===== src/rtl/i2c_master_sequencer_if.sv =====
// ---------------------------------------------------------------------------
// i2c_master_sequencer_if
//   Shared drive-select type and the bundle of control/handshake signals
//   between the I2C transaction sequencer, the APB register block, the tx/rx
//   shifters and the output mux.
//
//   Package i2c_seq_pkg
//     DriveSelectType : output mux source (idle / start-stop / tx / rx)
//
//   Interface signals (direction as seen from the sequencer = master modport)
//     in  enable, begin_txn, rw_mode, byte_count[BYTE_CNT_W]   register block
//     in  tx_done, ack_err, rx_done                            shifters
//     out drive_select, start_stop_SDA, start_stop_SCL         output mux
//     out load_addr, load_data, tx_start, rx_start, rx_last    shifters
//     out busy, txn_done, nack_err, timeout_err                register block
// ---------------------------------------------------------------------------
package i2c_seq_pkg;
  typedef enum logic [1:0] {
    DS_IDLE       = 2'd0,
    DS_START_STOP = 2'd1,
    DS_TRANSMIT   = 2'd2,
    DS_RECEIVE    = 2'd3
  } DriveSelectType;
endpackage

interface i2c_master_sequencer_if #(
  parameter int BYTE_CNT_W = 8
);
  import i2c_seq_pkg::*;

  logic                  enable;
  logic                  begin_txn;
  logic                  rw_mode;
  logic [BYTE_CNT_W-1:0] byte_count;
  logic                  tx_done;
  logic                  ack_err;
  logic                  rx_done;

  DriveSelectType        drive_select;
  logic                  start_stop_SDA;
  logic                  start_stop_SCL;
  logic                  load_addr;
  logic                  load_data;
  logic                  tx_start;
  logic                  rx_start;
  logic                  rx_last;
  logic                  busy;
  logic                  txn_done;
  logic                  nack_err;
  logic                  timeout_err;

  modport master (
    input  enable, begin_txn, rw_mode, byte_count, tx_done, ack_err, rx_done,
    output drive_select, start_stop_SDA, start_stop_SCL, load_addr, load_data,
           tx_start, rx_start, rx_last, busy, txn_done, nack_err, timeout_err
  );

  modport slave (
    output enable, begin_txn, rw_mode, byte_count, tx_done, ack_err, rx_done,
    input  drive_select, start_stop_SDA, start_stop_SCL, load_addr, load_data,
           tx_start, rx_start, rx_last, busy, txn_done, nack_err, timeout_err
  );
endinterface


===== src/rtl/i2c_master_sequencer.sv =====
// ---------------------------------------------------------------------------
// i2c_master_sequencer
//   Transaction-level FSM of the I2C master. Runs one transfer
//   START -> address byte -> N data bytes -> STOP. Generates the START/STOP
//   SDA/SCL waveforms itself (each START_*/STOP_* phase lasts CLK_DIV clocks),
//   selects the output mux source and hands byte phases to the tx/rx
//   shifters with one-cycle load/start pulses. All outputs are registered.
//
//   Ports
//     clk    : system clock
//     n_rst  : asynchronous active-low reset (bus released immediately)
//     bus    : i2c_master_sequencer_if.master (see interface file)
//
//   Parameters
//     CLK_DIV     : clocks per start/stop phase (>= 2)
//     BYTE_CNT_W  : width of the data-byte count
//     TIMEOUT_CYC : byte-phase watchdog limit
//
//   Optional feature macro: I2C_SEQ_TIMEOUT_EN
//     defined   : watchdog aborts a byte phase after TIMEOUT_CYC clocks
//                 without the matching done, pulsing timeout_err
//     undefined : no watchdog, timeout_err tied low
// ---------------------------------------------------------------------------
module i2c_master_sequencer
  import i2c_seq_pkg::*;
#(
  parameter int CLK_DIV     = 4,
  parameter int BYTE_CNT_W  = 8,
  parameter int TIMEOUT_CYC = 4096
) (
  input  logic                   clk,
  input  logic                   n_rst,
  i2c_master_sequencer_if.master bus
);

  localparam int PH_W = (CLK_DIV > 2) ? $clog2(CLK_DIV) : 1;
  localparam logic [BYTE_CNT_W-1:0] CNT_ONE = BYTE_CNT_W'(1);
  localparam logic [BYTE_CNT_W-1:0] CNT_TWO = BYTE_CNT_W'(2);

  if (CLK_DIV < 2) begin : g_bad_clk_div
    $error("CLK_DIV must be at least 2");
  end
  if (TIMEOUT_CYC < 2) begin : g_bad_timeout
    $error("TIMEOUT_CYC must be at least 2");
  end

  typedef enum logic [3:0] {
    S_IDLE, S_START_A, S_START_B, S_START_C,
    S_ADDR, S_TX_DATA, S_RX_DATA,
    S_STOP_A, S_STOP_B, S_STOP_C
  } state_t;

  state_t                state;
  logic [PH_W-1:0]       phase_cnt;
  logic [BYTE_CNT_W-1:0] remaining;
  logic                  rw_q;
  logic                  phase_end;

  assign phase_end = (phase_cnt == PH_W'(CLK_DIV - 1));

`ifdef I2C_SEQ_TIMEOUT_EN
  localparam int WD_W = $clog2(TIMEOUT_CYC + 1);

  logic [WD_W-1:0] wd_cnt;
  logic            in_byte;
  logic            byte_done;
  logic            wd_expire;
  logic            timeout_q;

  assign in_byte   = (state == S_ADDR) || (state == S_TX_DATA) || (state == S_RX_DATA);
  assign byte_done = (((state == S_ADDR) || (state == S_TX_DATA)) && bus.tx_done) ||
                     ((state == S_RX_DATA) && bus.rx_done);
  assign wd_expire = in_byte && !byte_done && (wd_cnt == WD_W'(TIMEOUT_CYC - 1));

  // Byte-to-byte transitions only happen on a done, so clearing on done also
  // covers clearing on state entry; outside byte states the count idles at 0.
  always_ff @(posedge clk or negedge n_rst) begin
    if (!n_rst) begin
      wd_cnt <= '0;
    end else if (!in_byte || byte_done || wd_expire) begin
      wd_cnt <= '0;
    end else begin
      wd_cnt <= wd_cnt + 1'b1;
    end
  end

  assign bus.timeout_err = timeout_q;
`else
  assign bus.timeout_err = 1'b0;
`endif

  always_ff @(posedge clk or negedge n_rst) begin
    if (!n_rst) begin
      state              <= S_IDLE;
      phase_cnt          <= '0;
      remaining          <= '0;
      rw_q               <= 1'b0;
      bus.drive_select   <= DS_IDLE;
      bus.start_stop_SDA <= 1'b1;
      bus.start_stop_SCL <= 1'b1;
      bus.load_addr      <= 1'b0;
      bus.load_data      <= 1'b0;
      bus.tx_start       <= 1'b0;
      bus.rx_start       <= 1'b0;
      bus.rx_last        <= 1'b0;
      bus.busy           <= 1'b0;
      bus.txn_done       <= 1'b0;
      bus.nack_err       <= 1'b0;
`ifdef I2C_SEQ_TIMEOUT_EN
      timeout_q          <= 1'b0;
`endif
    end else begin
      // One-cycle pulses default low; rx_last is re-evaluated every cycle.
      bus.load_addr <= 1'b0;
      bus.load_data <= 1'b0;
      bus.tx_start  <= 1'b0;
      bus.rx_start  <= 1'b0;
      bus.rx_last   <= 1'b0;
      bus.txn_done  <= 1'b0;
      bus.nack_err  <= 1'b0;
`ifdef I2C_SEQ_TIMEOUT_EN
      timeout_q     <= 1'b0;
`endif

      case (state)
        S_IDLE: begin
          if (bus.begin_txn && bus.enable) begin
            state              <= S_START_A;
            phase_cnt          <= '0;
            rw_q               <= bus.rw_mode;
            remaining          <= bus.byte_count;
            bus.drive_select   <= DS_START_STOP;
            bus.start_stop_SDA <= 1'b1;
            bus.start_stop_SCL <= 1'b1;
            bus.busy           <= 1'b1;
          end
        end

        S_START_A, S_START_B, S_START_C, S_STOP_A, S_STOP_B, S_STOP_C: begin
          if (phase_end) begin
            phase_cnt <= '0;
            case (state)
              S_START_A: begin
                state              <= S_START_B;
                bus.start_stop_SDA <= 1'b0;
                bus.start_stop_SCL <= 1'b1;
              end
              S_START_B: begin
                state              <= S_START_C;
                bus.start_stop_SDA <= 1'b0;
                bus.start_stop_SCL <= 1'b0;
              end
              S_START_C: begin
                state            <= S_ADDR;
                bus.drive_select <= DS_TRANSMIT;
                bus.load_addr    <= 1'b1;
                bus.tx_start     <= 1'b1;
              end
              S_STOP_A: begin
                state              <= S_STOP_B;
                bus.start_stop_SDA <= 1'b0;
                bus.start_stop_SCL <= 1'b1;
              end
              S_STOP_B: begin
                state              <= S_STOP_C;
                bus.start_stop_SDA <= 1'b1;
                bus.start_stop_SCL <= 1'b1;
              end
              default: begin
                state            <= S_IDLE;
                bus.drive_select <= DS_IDLE;
                bus.busy         <= 1'b0;
                bus.txn_done     <= 1'b1;
              end
            endcase
          end else begin
            phase_cnt <= phase_cnt + 1'b1;
          end
        end

        S_ADDR: begin
          if (bus.tx_done) begin
            if (bus.ack_err || (remaining == '0) || !bus.enable) begin
              state              <= S_STOP_A;
              phase_cnt          <= '0;
              bus.drive_select   <= DS_START_STOP;
              bus.start_stop_SDA <= 1'b0;
              bus.start_stop_SCL <= 1'b0;
              bus.nack_err       <= bus.ack_err;
            end else if (rw_q) begin
              state            <= S_RX_DATA;
              bus.drive_select <= DS_RECEIVE;
              bus.rx_start     <= 1'b1;
              bus.rx_last      <= (remaining == CNT_ONE);
            end else begin
              state            <= S_TX_DATA;
              bus.drive_select <= DS_TRANSMIT;
              bus.load_data    <= 1'b1;
              bus.tx_start     <= 1'b1;
            end
          end
`ifdef I2C_SEQ_TIMEOUT_EN
          else if (wd_expire) begin
            state              <= S_STOP_A;
            phase_cnt          <= '0;
            bus.drive_select   <= DS_START_STOP;
            bus.start_stop_SDA <= 1'b0;
            bus.start_stop_SCL <= 1'b0;
            timeout_q          <= 1'b1;
          end
`endif
        end

        S_TX_DATA: begin
          if (bus.tx_done) begin
            if (remaining != '0) remaining <= remaining - 1'b1;
            // remaining <= 1 means this was the last byte (count after is 0).
            if (bus.ack_err || (remaining <= CNT_ONE) || !bus.enable) begin
              state              <= S_STOP_A;
              phase_cnt          <= '0;
              bus.drive_select   <= DS_START_STOP;
              bus.start_stop_SDA <= 1'b0;
              bus.start_stop_SCL <= 1'b0;
              bus.nack_err       <= bus.ack_err;
            end else begin
              bus.load_data <= 1'b1;
              bus.tx_start  <= 1'b1;
            end
          end
`ifdef I2C_SEQ_TIMEOUT_EN
          else if (wd_expire) begin
            state              <= S_STOP_A;
            phase_cnt          <= '0;
            bus.drive_select   <= DS_START_STOP;
            bus.start_stop_SDA <= 1'b0;
            bus.start_stop_SCL <= 1'b0;
            timeout_q          <= 1'b1;
          end
`endif
        end

        S_RX_DATA: begin
          if (bus.rx_done) begin
            if (remaining != '0) remaining <= remaining - 1'b1;
            if ((remaining <= CNT_ONE) || !bus.enable) begin
              state              <= S_STOP_A;
              phase_cnt          <= '0;
              bus.drive_select   <= DS_START_STOP;
              bus.start_stop_SDA <= 1'b0;
              bus.start_stop_SCL <= 1'b0;
            end else begin
              bus.rx_start <= 1'b1;
              // Next byte is the last one when the count after this byte is 1.
              bus.rx_last  <= (remaining == CNT_TWO);
            end
          end else begin
            bus.rx_last <= (remaining == CNT_ONE) || !bus.enable;
`ifdef I2C_SEQ_TIMEOUT_EN
            if (wd_expire) begin
              state              <= S_STOP_A;
              phase_cnt          <= '0;
              bus.drive_select   <= DS_START_STOP;
              bus.start_stop_SDA <= 1'b0;
              bus.start_stop_SCL <= 1'b0;
              bus.rx_last        <= 1'b0;
              timeout_q          <= 1'b1;
            end
`endif
          end
        end

        default: begin
          state              <= S_IDLE;
          phase_cnt          <= '0;
          bus.drive_select   <= DS_IDLE;
          bus.start_stop_SDA <= 1'b1;
          bus.start_stop_SCL <= 1'b1;
          bus.busy           <= 1'b0;
        end
      endcase
    end
  end

endmodule

===== src/flat_wrapper.sv =====
// flat-port wrapper written by rule: the top's interface ports become plain ports
module i2c_master_sequencer_flat import i2c_seq_pkg::*;
#(
  parameter int CLK_DIV     = 4,
  parameter int BYTE_CNT_W  = 8,
  parameter int TIMEOUT_CYC = 4096
)
  (clk, n_rst, bus_enable, bus_begin_txn, bus_rw_mode, bus_byte_count, bus_tx_done, bus_ack_err, bus_rx_done, bus_drive_select, bus_start_stop_SDA, bus_start_stop_SCL, bus_load_addr, bus_load_data, bus_tx_start, bus_rx_start, bus_rx_last, bus_busy, bus_txn_done, bus_nack_err, bus_timeout_err);
  i2c_master_sequencer_if #(.BYTE_CNT_W(BYTE_CNT_W)) bus_i ();
  input  logic clk;
  input  logic n_rst;
  input wire logic [$bits(bus_i.enable)-1:0] bus_enable;
  input wire logic [$bits(bus_i.begin_txn)-1:0] bus_begin_txn;
  input wire logic [$bits(bus_i.rw_mode)-1:0] bus_rw_mode;
  input wire logic [$bits(bus_i.byte_count)-1:0] bus_byte_count;
  input wire logic [$bits(bus_i.tx_done)-1:0] bus_tx_done;
  input wire logic [$bits(bus_i.ack_err)-1:0] bus_ack_err;
  input wire logic [$bits(bus_i.rx_done)-1:0] bus_rx_done;
  output wire logic [$bits(bus_i.drive_select)-1:0] bus_drive_select;
  output wire logic [$bits(bus_i.start_stop_SDA)-1:0] bus_start_stop_SDA;
  output wire logic [$bits(bus_i.start_stop_SCL)-1:0] bus_start_stop_SCL;
  output wire logic [$bits(bus_i.load_addr)-1:0] bus_load_addr;
  output wire logic [$bits(bus_i.load_data)-1:0] bus_load_data;
  output wire logic [$bits(bus_i.tx_start)-1:0] bus_tx_start;
  output wire logic [$bits(bus_i.rx_start)-1:0] bus_rx_start;
  output wire logic [$bits(bus_i.rx_last)-1:0] bus_rx_last;
  output wire logic [$bits(bus_i.busy)-1:0] bus_busy;
  output wire logic [$bits(bus_i.txn_done)-1:0] bus_txn_done;
  output wire logic [$bits(bus_i.nack_err)-1:0] bus_nack_err;
  output wire logic [$bits(bus_i.timeout_err)-1:0] bus_timeout_err;
  assign bus_i.enable = bus_enable;
  assign bus_i.begin_txn = bus_begin_txn;
  assign bus_i.rw_mode = bus_rw_mode;
  assign bus_i.byte_count = bus_byte_count;
  assign bus_i.tx_done = bus_tx_done;
  assign bus_i.ack_err = bus_ack_err;
  assign bus_i.rx_done = bus_rx_done;
  assign bus_drive_select = bus_i.drive_select;
  assign bus_start_stop_SDA = bus_i.start_stop_SDA;
  assign bus_start_stop_SCL = bus_i.start_stop_SCL;
  assign bus_load_addr = bus_i.load_addr;
  assign bus_load_data = bus_i.load_data;
  assign bus_tx_start = bus_i.tx_start;
  assign bus_rx_start = bus_i.rx_start;
  assign bus_rx_last = bus_i.rx_last;
  assign bus_busy = bus_i.busy;
  assign bus_txn_done = bus_i.txn_done;
  assign bus_nack_err = bus_i.nack_err;
  assign bus_timeout_err = bus_i.timeout_err;
  i2c_master_sequencer #(.CLK_DIV(CLK_DIV), .BYTE_CNT_W(BYTE_CNT_W), .TIMEOUT_CYC(TIMEOUT_CYC)) u_core (.clk(clk), .n_rst(n_rst), .bus(bus_i));
endmodule

===== config.mk =====
export PLATFORM = sky130hd
export DESIGN_NAME = i2c_master_sequencer_flat
export DESIGN_NICKNAME = d
export VERILOG_FILES = /design/src/rtl/i2c_master_sequencer_if.sv /design/src/rtl/i2c_master_sequencer.sv /design/src/flat_wrapper.sv
export SDC_FILE = /design/constraint.sdc
export NUM_CORES = 1
export LEC_CHECK = 0
export ABC_CLOCK_PERIOD_IN_PS = 6850
export BUFFER_PORTS_ARGS = -buffer_cell sky130_fd_sc_hd__buf_2
export CAP_MARGIN = 20
export CELL_PAD_IN_SITES_DETAIL_PLACEMENT = 1
export CELL_PAD_IN_SITES_GLOBAL_PLACEMENT = 1
export CORE_MARGIN = 5
export CORE_UTILIZATION = 45
export DETAILED_ROUTE_END_ITERATION = 7
export PLACE_DENSITY = 0.8
export REMOVE_ABC_BUFFERS = 1
export SYNTH_ARGS = -nofsm -noshare
export SYNTH_HDL_FRONTEND = slang
export SYNTH_SLANG_ARGS = --single-unit

===== constraint.sdc =====
create_clock -name clk -period 6.85 [get_ports clk]
set_input_delay 0.3425 -clock clk [delete_from_list [all_inputs] [get_ports clk]]
set_output_delay 0.3425 -clock clk [all_outputs]
set_load 0.03 [all_outputs]

==> results of run 1 <==
-- cells in the final DEF, fill, tap and decap left out, types with 2 or more instances in the layout --
| master | Yosys | layout |
|---|---|---|
| nand2b_1 | 6 | 6 |
| o21ai_0 | 21 | 21 |
| nand3_1 | 5 | 5 |
| nand2_1 | 13 | 13 |
| inv_1 | 6 | 6 |
| nor4_1 | 4 | 4 |
| nor3b_1 | 6 | 6 |
| dfrtp_1 | 25 | 25 |
| dfstp_2 | 2 | 2 |
| nor3_1 | 11 | 11 |
| a21oi_1 | 12 | 12 |
| o2bb2ai_1 | 4 | 4 |
| a22oi_1 | 2 | 2 |
| o31ai_1 | 6 | 6 |
| a221oi_1 | 2 | 2 |
| o22ai_1 | 2 | 2 |
| and3_1 | 2 | 2 |
| xnor2_1 | 2 | 2 |
| mux2i_1 | 2 | 2 |
| buf_2 | 2 | 27 |
| nor2_1 | 21 | 21 |
| nor2b_1 | 6 | 6 |
| ha_1 | 4 | 4 |
| xor2_1 | 2 | 2 |
| clkbuf_8 | 0 | 3 |
| o211ai_1 | 2 | 2 |
| o21a_1 | 2 | 2 |
| mux2_2 | 3 | 3 |
-- power by group through the flow --
stage	Combinational, uW	Sequential, uW	Clock, uW
finish	527	335	95.6
global route	585	346	108
CTS	526	333	98.9
detailed placement	522	336	0
global placement	499	328	0
floorplan	374	336	0
-- area by class of cell --
| class | instances | area (um^2) |
|---|---|---|
| clock inverter | 1 | 7.51 |
| tap | 48 | 60.1 |
| timing repair buffer | 28 | 143 |
| multi-input combinational | 157 | 1010 |
| fill | 485 | 1780 |
| sequential | 27 | 678 |
| clock buffer | 3 | 41.3 |
| inverter | 6 | 22.5 |
-- cell families (layout without fill, tap and decap cells) --
| family | count (synthesis) | count (layout) | share of synthesized area [%] |
|---|---|---|---|
| buf+inv | 22 | 38 | 4.99 |
| flops | 27 | 27 | 38.1 |
| compound gates | 61 | 61 | 24.6 |
| fa+ha+maj | 4 | 4 | 2.81 |
| xor+xnor | 4 | 4 | 1.97 |
| simple gates | 81 | 81 | 23.5 |
| other cells | 1 | 1 | 0.210 |
| mux | 6 | 6 | 3.86 |
-- path summary, 6_finish.rpt --
kind,cells after the start,to,start,slack (ps)
setup reg to reg,7,u_core.bus.start_stop_SDA,u_core.remaining[0],4000
setup / recovery,7,u_core.bus.start_stop_SDA,u_core.remaining[0],4000
hold reg to reg,1,u_core.phase_cnt[0],u_core.phase_cnt[0],500
max in group asynchronous,1,u_core.remaining[7],n_rst,6380
hold / removal,1,u_core.bus.rx_start,n_rst,60
min in group clk,2,u_core.rw_q,bus_rw_mode,300
-- state kept, by name (all words and copies together), names as in the netlist --
name                       cells
u_core.remaining               8
u_core.state                   4
u_core.bus.drive_select        2
u_core.phase_cnt               2
u_core.bus.busy                1
u_core.bus.load_addr           1
u_core.bus.load_data           1
u_core.bus.nack_err            1
u_core.bus.rx_last             1
u_core.bus.rx_start            1
u_core.bus.start_stop_SCL      1
u_core.bus.start_stop_SDA      1
u_core.bus.tx_start            1
u_core.bus.txn_done            1
u_core.rw_q                    1
-- layer usage --
layer  share of wire, %  global-route usage (%)  vias to the layer above
met5                  0                       0                        -
met4               0.76                    3.89                        0
met3                4.5                    2.62                        5
met2                 48                    30.0                       36
met1                 46                    27.0                      784
li1                   -                       -                      776
-- synth_stat cells (3+ instances only) --
library cell,instances,area share [%]
a21oi_1,12,3.4
clkbuf_1,11,2.3
dfrtp_1,25,35
ha_1,4,2.8
inv_1,6,1.3
mux2_2,3,1.9
nand2_1,13,2.7
nand2b_1,6,2.1
nand3_1,5,1.4
nor2_1,21,4.4
nor2b_1,6,2.1
nor3_1,11,3.1
nor3b_1,6,2.5
nor4_1,4,1.4
o21ai_0,21,5.9
o2bb2ai_1,4,2.0
o31ai_1,6,2.5
-- through the flow --
step                std cells  hold slack, ps  util (%)  worst slack (ps)
finish                    270            59.0      52.5              4000
global route              270             109      52.5              3890
CTS                       269            86.7      52.3              4020
detailed placement        265             399      51.0              4010
global placement          265             380      51.0              4130
floorplan                 190            46.9         -              4550
==> results.ini, run 1 <==
[drt]
routed-via-count=1601
drc=0
drt_pass1_iterations=4
viasPerCell=5.93
drt_first_iter_violations=118
ant_nets=0
post_drt_wl_per_cell_um=17.6
wirelength_um=4740

[setup_path]
critical_path.cell_chain=inv_1 > ha_1 > or3b_2 > o211ai_1 > o31ai_1 > nor3_1 > mux2_2
worstPathMaxFanout=6
cp_data_arrival_time_ps=3070
path_class=reg -> reg
worstPathBufferInverterCount=1
critical-path-max-stage-delay_ps=620
crit_slowest_cell=o211ai_1
worst_setup_path_start_kind=register
critical_path_required_ps=7070
worst_setup_path_end_kind=register
worst_path_dominant_cell_family=simple AND/OR/NAND/NOR gates

[power_and_ir_drop]
power.switching_fraction_pct=50.3
total_power_uw=958
power_density_nw_per_um2=487
share_seq_of_total_power_pct=35.0
power.net_switching_uw=481
intPower_uw=476
power.static_leakage_uw=0.000839
ir_drop_mv=0.187
power.combinational.fraction_pct=55.1
power.clock.fraction_pct=10.0

[floorplanning]
fp.coreArea_um2=3740
ios=29
die_w_um=72.9
rows=22
starting_utilization_of_the_core_area_pct=47.6
die_height_um=72.9
die_area_um2=5320

[final_layout]
layout-drive-gt1-share_pct=20.3
antenna_cells=0
final_cell_area_um2=1970
layout-area-overhead-vs-synth_pct=10.4
nets=243

[clocking]
clock_network_latency_to_the_later_pin_of_the_worst_skew_pair_ps=280
tritoncts=done
post_cts_resized=0
cts.root.buffer_cell=clkbuf_8
cts.sinks=27
cts_setup_buffers=0
cts_hold_buf=0
cts-htree-levels=1
tritoncts.num_buffers=3
clock_tree_buf_depth=2
clkSlewWorstSetupHoldPaths_ps=100

[yosys]
ys_async_sr_fraction_pct=100
synth.yosys.seq_area_share_pct=38.1
post_synth.cell_area_avg_um2=8.65
synth_ff_type=dfrtp_1
synthesis.instances=206
synth-edff-count=0
synth.lib_cells_used.distinct=47
synth-warning-count=0
ys_seq_elements=27
synth_area_um2=1780

[place]
globalplace.congestion=0.853
hpwlAfterDp_um=3560
buffer_ports.inserted=27
place_area_um2=1910

[global_routing]
grt_remaining_overflow=0
grt_pass1_wl_um=7910
number_of_global_route_vias_before_repair=1627
maximum_number_of_pins_on_one_net_before_global_route_repair=29
antenna_found_initial=0
all_layer_global_routing_usage_pct=18.8

[outcome]
outcome=finished, final reports clean

[sta]
slew_viol_final=0
rsz_0062_raised_after_global_routing=no
skew_ps=9.44
slew_headroom_pct=40.0
tns_ps=0
fmax_ghz=0.351
final_period_minus_worst_setup_slack_ps=2850
finalCritPeriodShare_pct=41.6
final_hold_viol_count=0
slew_at_the_pin_with_the_worst_max_slew_slack_ps=900
timing.final.setup_violations=0

[job]
max_cap_viol_count=0

[worst_hold_path]
hp-class=in -> async

Note: power is estimated with default switching activity, not from simulation.
==> inputs of run 2 (changes only) <==
ABC_CLOCK_PERIOD_IN_PS = 2800   (was 6850)
CORE_UTILIZATION = 42   (was 45)
PLACE_DENSITY = 0.75   (was 0.8)
clock period = 2.8 ns   (was 6.85 ns; I/O delays follow)
==> results.ini, run 2 (same netlist as run 1, synthesis figures left out) <==
[floorplanning]
die_w_um=75.1
rows=23
fp.coreArea_um2=4060
die_area_um2=5640
ios=29
starting_utilization_of_the_core_area_pct=43.9
die_height_um=75.1

[setup_path]
worst_path_dominant_cell_family=compound AO/OA/AOI/OAI gates
worstPathMaxFanout=21
critical_path_required_ps=2970
worst_setup_path_end_kind=register
reg2reg_from=u_core.state[0]
path_class=reg -> reg
worst_setup_path_start_kind=register
cp_data_arrival_time_ps=2610
critical_path.cell_chain=nor2b_1 > o21ai_0 > o211ai_4 > a2111oi_4 > mux2_4
worstPathBufferInverterCount=0
critical-path-max-stage-delay_ps=830
crit_slowest_cell=dfrtp_1
critical_path.startpoint=u_core.state[0]

[power_and_ir_drop]
ir_drop_mv=0.478
power.switching_fraction_pct=49.8
power.net_switching_uw=1200
share_seq_of_total_power_pct=33.0
power.combinational.fraction_pct=57.4
power_density_nw_per_um2=1190
power.static_leakage_uw=0.000876
power.clock.fraction_pct=9.5
intPower_uw=1210

[clocking]
tritoncts=done
cts-htree-levels=1
clock_tree_buf_depth=2
clkSlewWorstSetupHoldPaths_ps=100
cts.sinks=27
post_cts_resized=0
tritoncts.num_buffers=3
clock_network_latency_to_the_later_pin_of_the_worst_skew_pair_ps=270
cts.root.buffer_cell=clkbuf_8

[sta]
rsz_0062_raised_after_global_routing=no
slew_viol_final=0
timing.final.setup_violations=0
fmax_ghz=0.410
final_period_minus_worst_setup_slack_ps=2440
finalCritPeriodShare_pct=87.1
final_hold_viol_count=0
slew_headroom_pct=50.9
skew_ps=4.26
tns_ps=0
slew_at_the_pin_with_the_worst_max_slew_slack_ps=736

[drt]
viasPerCell=5.88
wirelength_um=4960
drt_first_iter_violations=78
post_drt_wl_per_cell_um=17.8
drt_pass1_iterations=4
drc=0
ant_nets=0
routed-via-count=1640

[final_layout]
largest_reg_flops=8
layout-drive-gt1-share_pct=22.3
highest_count_cells_in_the_layout_ignoring_fill_and_taps=buf_2 (27), dfrtp_1 (25), nor2_1 (21), o21ai_0 (21), nand2_1 (13)
final-seq-area_um2=678
fillers=494
stdcell_count=279
nets=250
largest_registers=u_core.remaining: 8 flops, u_core.state: 4 flops
layout_commonest_cell=buf_2
largest_register=u_core.remaining
antenna_cells=0
area_of_combinational_cells_with_multiple_inputs_um2=1010
layout-area-overhead-vs-synth_pct=13.5

[worst_hold_path]
worst_min_delay_path_startpoint=bus_rw_mode
hp-class=in -> reg

[global_routing]
number_of_global_route_vias_before_repair=1702
busiest_layer=met2
global_route.usage.met1_pct=24.8
grt_use_met3_pct=3.60
antenna_found_initial=0
maximum_number_of_pins_on_one_net_before_global_route_repair=28
all_layer_global_routing_usage_pct=18.3
grt_remaining_overflow=0
grt_pass1_wl_um=8050
use_met2_pct=30.8

[place]
hpwlAfterDp_um=3740
place.detailed.instances=274
buffer_ports.inserted=27
globalplace.congestion=0.874

[job]
max_cap_viol_count=0

[outcome]
outcome=finished, final reports clean

==> run 2: cell count changes in the layout (fill, tap and decap cells not counted) <==
cell	change
clkinv_2	+1
clkinvlp_4	-1
dlygate4sd3_1	+1
buf_4	+7
clkbuf_4	-1
==> run 2: area by class of cell <==
type / count / share of cell area (%)
tap: 50 / 3.09
multi-input combinational: 157 / 50.2
sequential: 27 / 33.5
timing repair buffer: 35 / 9.78
inverter: 6 / 1.11
clock buffer: 3 / 2.04
clock inverter: 1 / 0.248
==> run 2: metal layers <==
| metal | part of all wire [%] | vias to the layer above |
|---|---|---|
| met1 | 47 | 811 |
| met5 | 0 | - |
| met2 | 47 | 40 |
| met4 | 0.69 | 0 |
| met3 | 4.6 | 6 |
| li1 | - | 783 |
==> run 2: final timing paths <==
kind,slack (ps),depth (start not counted),to
setup / recovery,360,5,u_core.bus.drive_select[1]
hold / removal,100,2,u_core.rw_q
setup reg to reg,360,5,u_core.bus.drive_select[1]
hold reg to reg,490,1,u_core.phase_cnt[0]
max in group asynchronous,1980,2,u_core.state[0]
min in group asynchronous,420,2,u_core.remaining[0]
==> run 2: power groups by stage <==
stage          clock network (uW)  logic (uW)  registers (uW)
3_5_place_dp                    0        1380             797
6_report                      230        1380             796
4_1_cts                       238        1390             790
3_3_place_gp                    0        1320             772
5_1_grt                       255        1530             818
2_1_floorplan                   0         915             822
==> run 2: repair_timing <==
action	CTS	global route
hold buffers	1	0
setup buffers	0	0
hold endpoints to repair	25	0
==> run 2: metrics by stage <==
| step | hold WS, ps | instance area, um^2 | total power, uW | setup slack (ps) | utilization [%] |
|---|---|---|---|---|---|
| after floorplan | -156 | 1720 | 1740 | 498 | - |
| after global placement | 185 | 1970 | 2090 | 460 | 48.4 |
| after detailed placement | 187 | 1970 | 2180 | 375 | 48.4 |
| after CTS | 95.6 | 2020 | 2420 | 357 | 49.8 |
| after global routing | 82.8 | 2020 | 2600 | 232 | 49.8 |
| final | 96.4 | 2020 | 2410 | 360 | 49.8 |
==> inputs of run 3 (changes only) <==
HOLD_SLACK_MARGIN = 0.12   (was unset)
==> results.ini, run 3 (same netlist as run 1, synthesis figures left out) <==
[final_layout]
layout_commonest_cell=buf_2
stdcell_count=282
area_of_combinational_cells_with_multiple_inputs_um2=1010
largest_register=u_core.remaining
largest_reg_flops=8
nets=253
highest_count_cells_in_the_layout_ignoring_fill_and_taps=buf_2 (27), dfrtp_1 (25), nor2_1 (21), o21ai_0 (21), nand2_1 (13)
final-seq-area_um2=678
layout-area-overhead-vs-synth_pct=15.2
fillers=493
antenna_cells=0
largest_registers=u_core.remaining: 8 flops, u_core.state: 4 flops
layout-drive-gt1-share_pct=22.0

[clocking]
tritoncts=done
clock_network_latency_to_the_later_pin_of_the_worst_skew_pair_ps=270
cts.sinks=27
tritoncts.num_buffers=3
cts_setup_buffers=0
clock_tree_buf_depth=2
cts.root.buffer_cell=clkbuf_8
cts-htree-levels=1
clkSlewWorstSetupHoldPaths_ps=100

[drt]
met3WireLength_um=251
ant_nets=0
post_drt_wl_per_cell_um=17.5
viasPerCell=5.89
wirelength_um=4940
drt_pass1_iterations=4
routed-via-count=1662
drt_first_iter_violations=79
drc=0
top_sig_layer=met4
wl_met2_um=2310
met1Wirelength_um=2350

[sta]
skew_ps=4.34
slew_headroom_pct=50.9
fmax_ghz=0.410
slew_at_the_pin_with_the_worst_max_slew_slack_ps=736
slew_viol_final=0
final_hold_viol_count=0
rsz_0062_raised_after_global_routing=no
timing.final.setup_violations=0
finalCritPeriodShare_pct=87.0
final_setup_margin_ps=363
worst_hold_slack_ps=128
final_period_minus_worst_setup_slack_ps=2440
tns_ps=0

[setup_path]
critical_path_required_ps=2970
regToRegEndpoint=u_core.bus.drive_select[1]
worstPathMaxFanout=21
path_class=reg -> reg
cp_data_arrival_time_ps=2610
worst_setup_path_end_kind=register
rr_worst_depth=5
critical_path.cell_chain=nor2b_1 > o21ai_0 > o211ai_4 > a2111oi_4 > mux2_4
reg2reg_from=u_core.state[0]
setup.reg_to_reg.worst_slack_ps=360
crit_slowest_cell=dfrtp_1
worst_setup_path_start_kind=register
critical-path-max-stage-delay_ps=830

[place]
buffer_ports.inserted=27
post-place-ws_ps=375
place.detailed.instances=274
hpwlAfterDp_um=3740
globalplace.congestion=0.874

[power_and_ir_drop]
power.net_switching_uw=1200
share_seq_of_total_power_pct=33.0
total_power_uw=2410
power.combinational.fraction_pct=57.4
intPower_uw=1210
power.static_leakage_uw=0.000888
ir_drop_mv=0.492
power_density_nw_per_um2=1170
power.switching_fraction_pct=49.7
power.clock.fraction_pct=9.6

[worst_hold_path]
worst_min_delay_path_startpoint=bus_tx_done
holdPathStages=3
min_to=u_core.bus.nack_err
hp-class=in -> reg

[global_routing]
grt_remaining_overflow=0
number_of_global_route_vias_before_repair=1723
maximum_number_of_pins_on_one_net_before_global_route_repair=28
all_layer_global_routing_usage_pct=18.2
grt_pass1_wl_um=8050
antenna_found_initial=0

[floorplanning]
die_area_um2=5640
ios=29
die_height_um=75.1
die_w_um=75.1
fp.coreArea_um2=4060
rows=23
starting_utilization_of_the_core_area_pct=43.9

[outcome]
outcome=finished, final reports clean

[job]
max_cap_viol_count=0

[run 3: changes by cell type in the layout (fill, tap and decap cells not counted), sizes merged]
cell | before | now
dlygate4sd3 | 1 | 4
[run 3: final cells by class]
| class | instances | area share, % |
|---|---|---|
| multi-input combinational | 157 | 49.5 |
| sequential | 27 | 33.0 |
| tap | 50 | 3.05 |
| timing repair buffer | 38 | 11.1 |
| clock buffer | 3 | 2.01 |
| clock inverter | 1 | 0.244 |
| inverter | 6 | 1.10 |
[run 3: repair_timing]
item | CTS | global route
gates resized for setup | 0 | 0
endpoints found under the hold margin | 28 | 0
hold buffers | 4 | 0
[run 3: worst max-delay path by stage]
stage	endpoint	start
6_report	u_core.bus.drive_select[1]	u_core.state[0]
5_1_grt	u_core.bus.start_stop_SCL	u_core.remaining[0]
4_1_cts	u_core.bus.drive_select[1]	u_core.remaining[4]
3_5_place_dp	u_core.bus.drive_select[1]	u_core.remaining[4]
3_3_place_gp	u_core.bus.drive_select[1]	u_core.remaining[5]
2_1_floorplan	u_core.bus.start_stop_SCL	u_core.remaining[0]
[run 3: power by group through the flow]
| stage | clock network, uW | logic, uW | registers, uW |
|---|---|---|---|
| 2_1_floorplan | 0 | 915 | 822 |
| 3_3_place_gp | 0 | 1320 | 772 |
| 3_5_place_dp | 0 | 1380 | 797 |
| 4_1_cts | 238 | 1400 | 790 |
| 5_1_grt | 255 | 1520 | 818 |
| 6_report | 231 | 1380 | 796 |
[run 3: critical path: cells and delay by family (launching register included)]
kind             cells  cell delay [ps]
AO/OA/AOI/OAI        3             1030
flip-flops           1              830
multiplexers         1              340
AND/OR/NAND/NOR      1              130
[run 3: metrics by stage]
stage	area, um^2	utilization, %
floorplan	1720	-
finish	2050	50.6
CTS	2050	50.6
global route	2050	50.6
detailed placement	1970	48.4
global placement	1970	48.4
[run 3: metal layers]
layer / vias up / GRT usage, %
li1: 790 / -
met1: 827 / 24.9
met2: 41 / 30.8
met3: 4 / 3.20
met4: 0 / 2.72
met5: - / 0
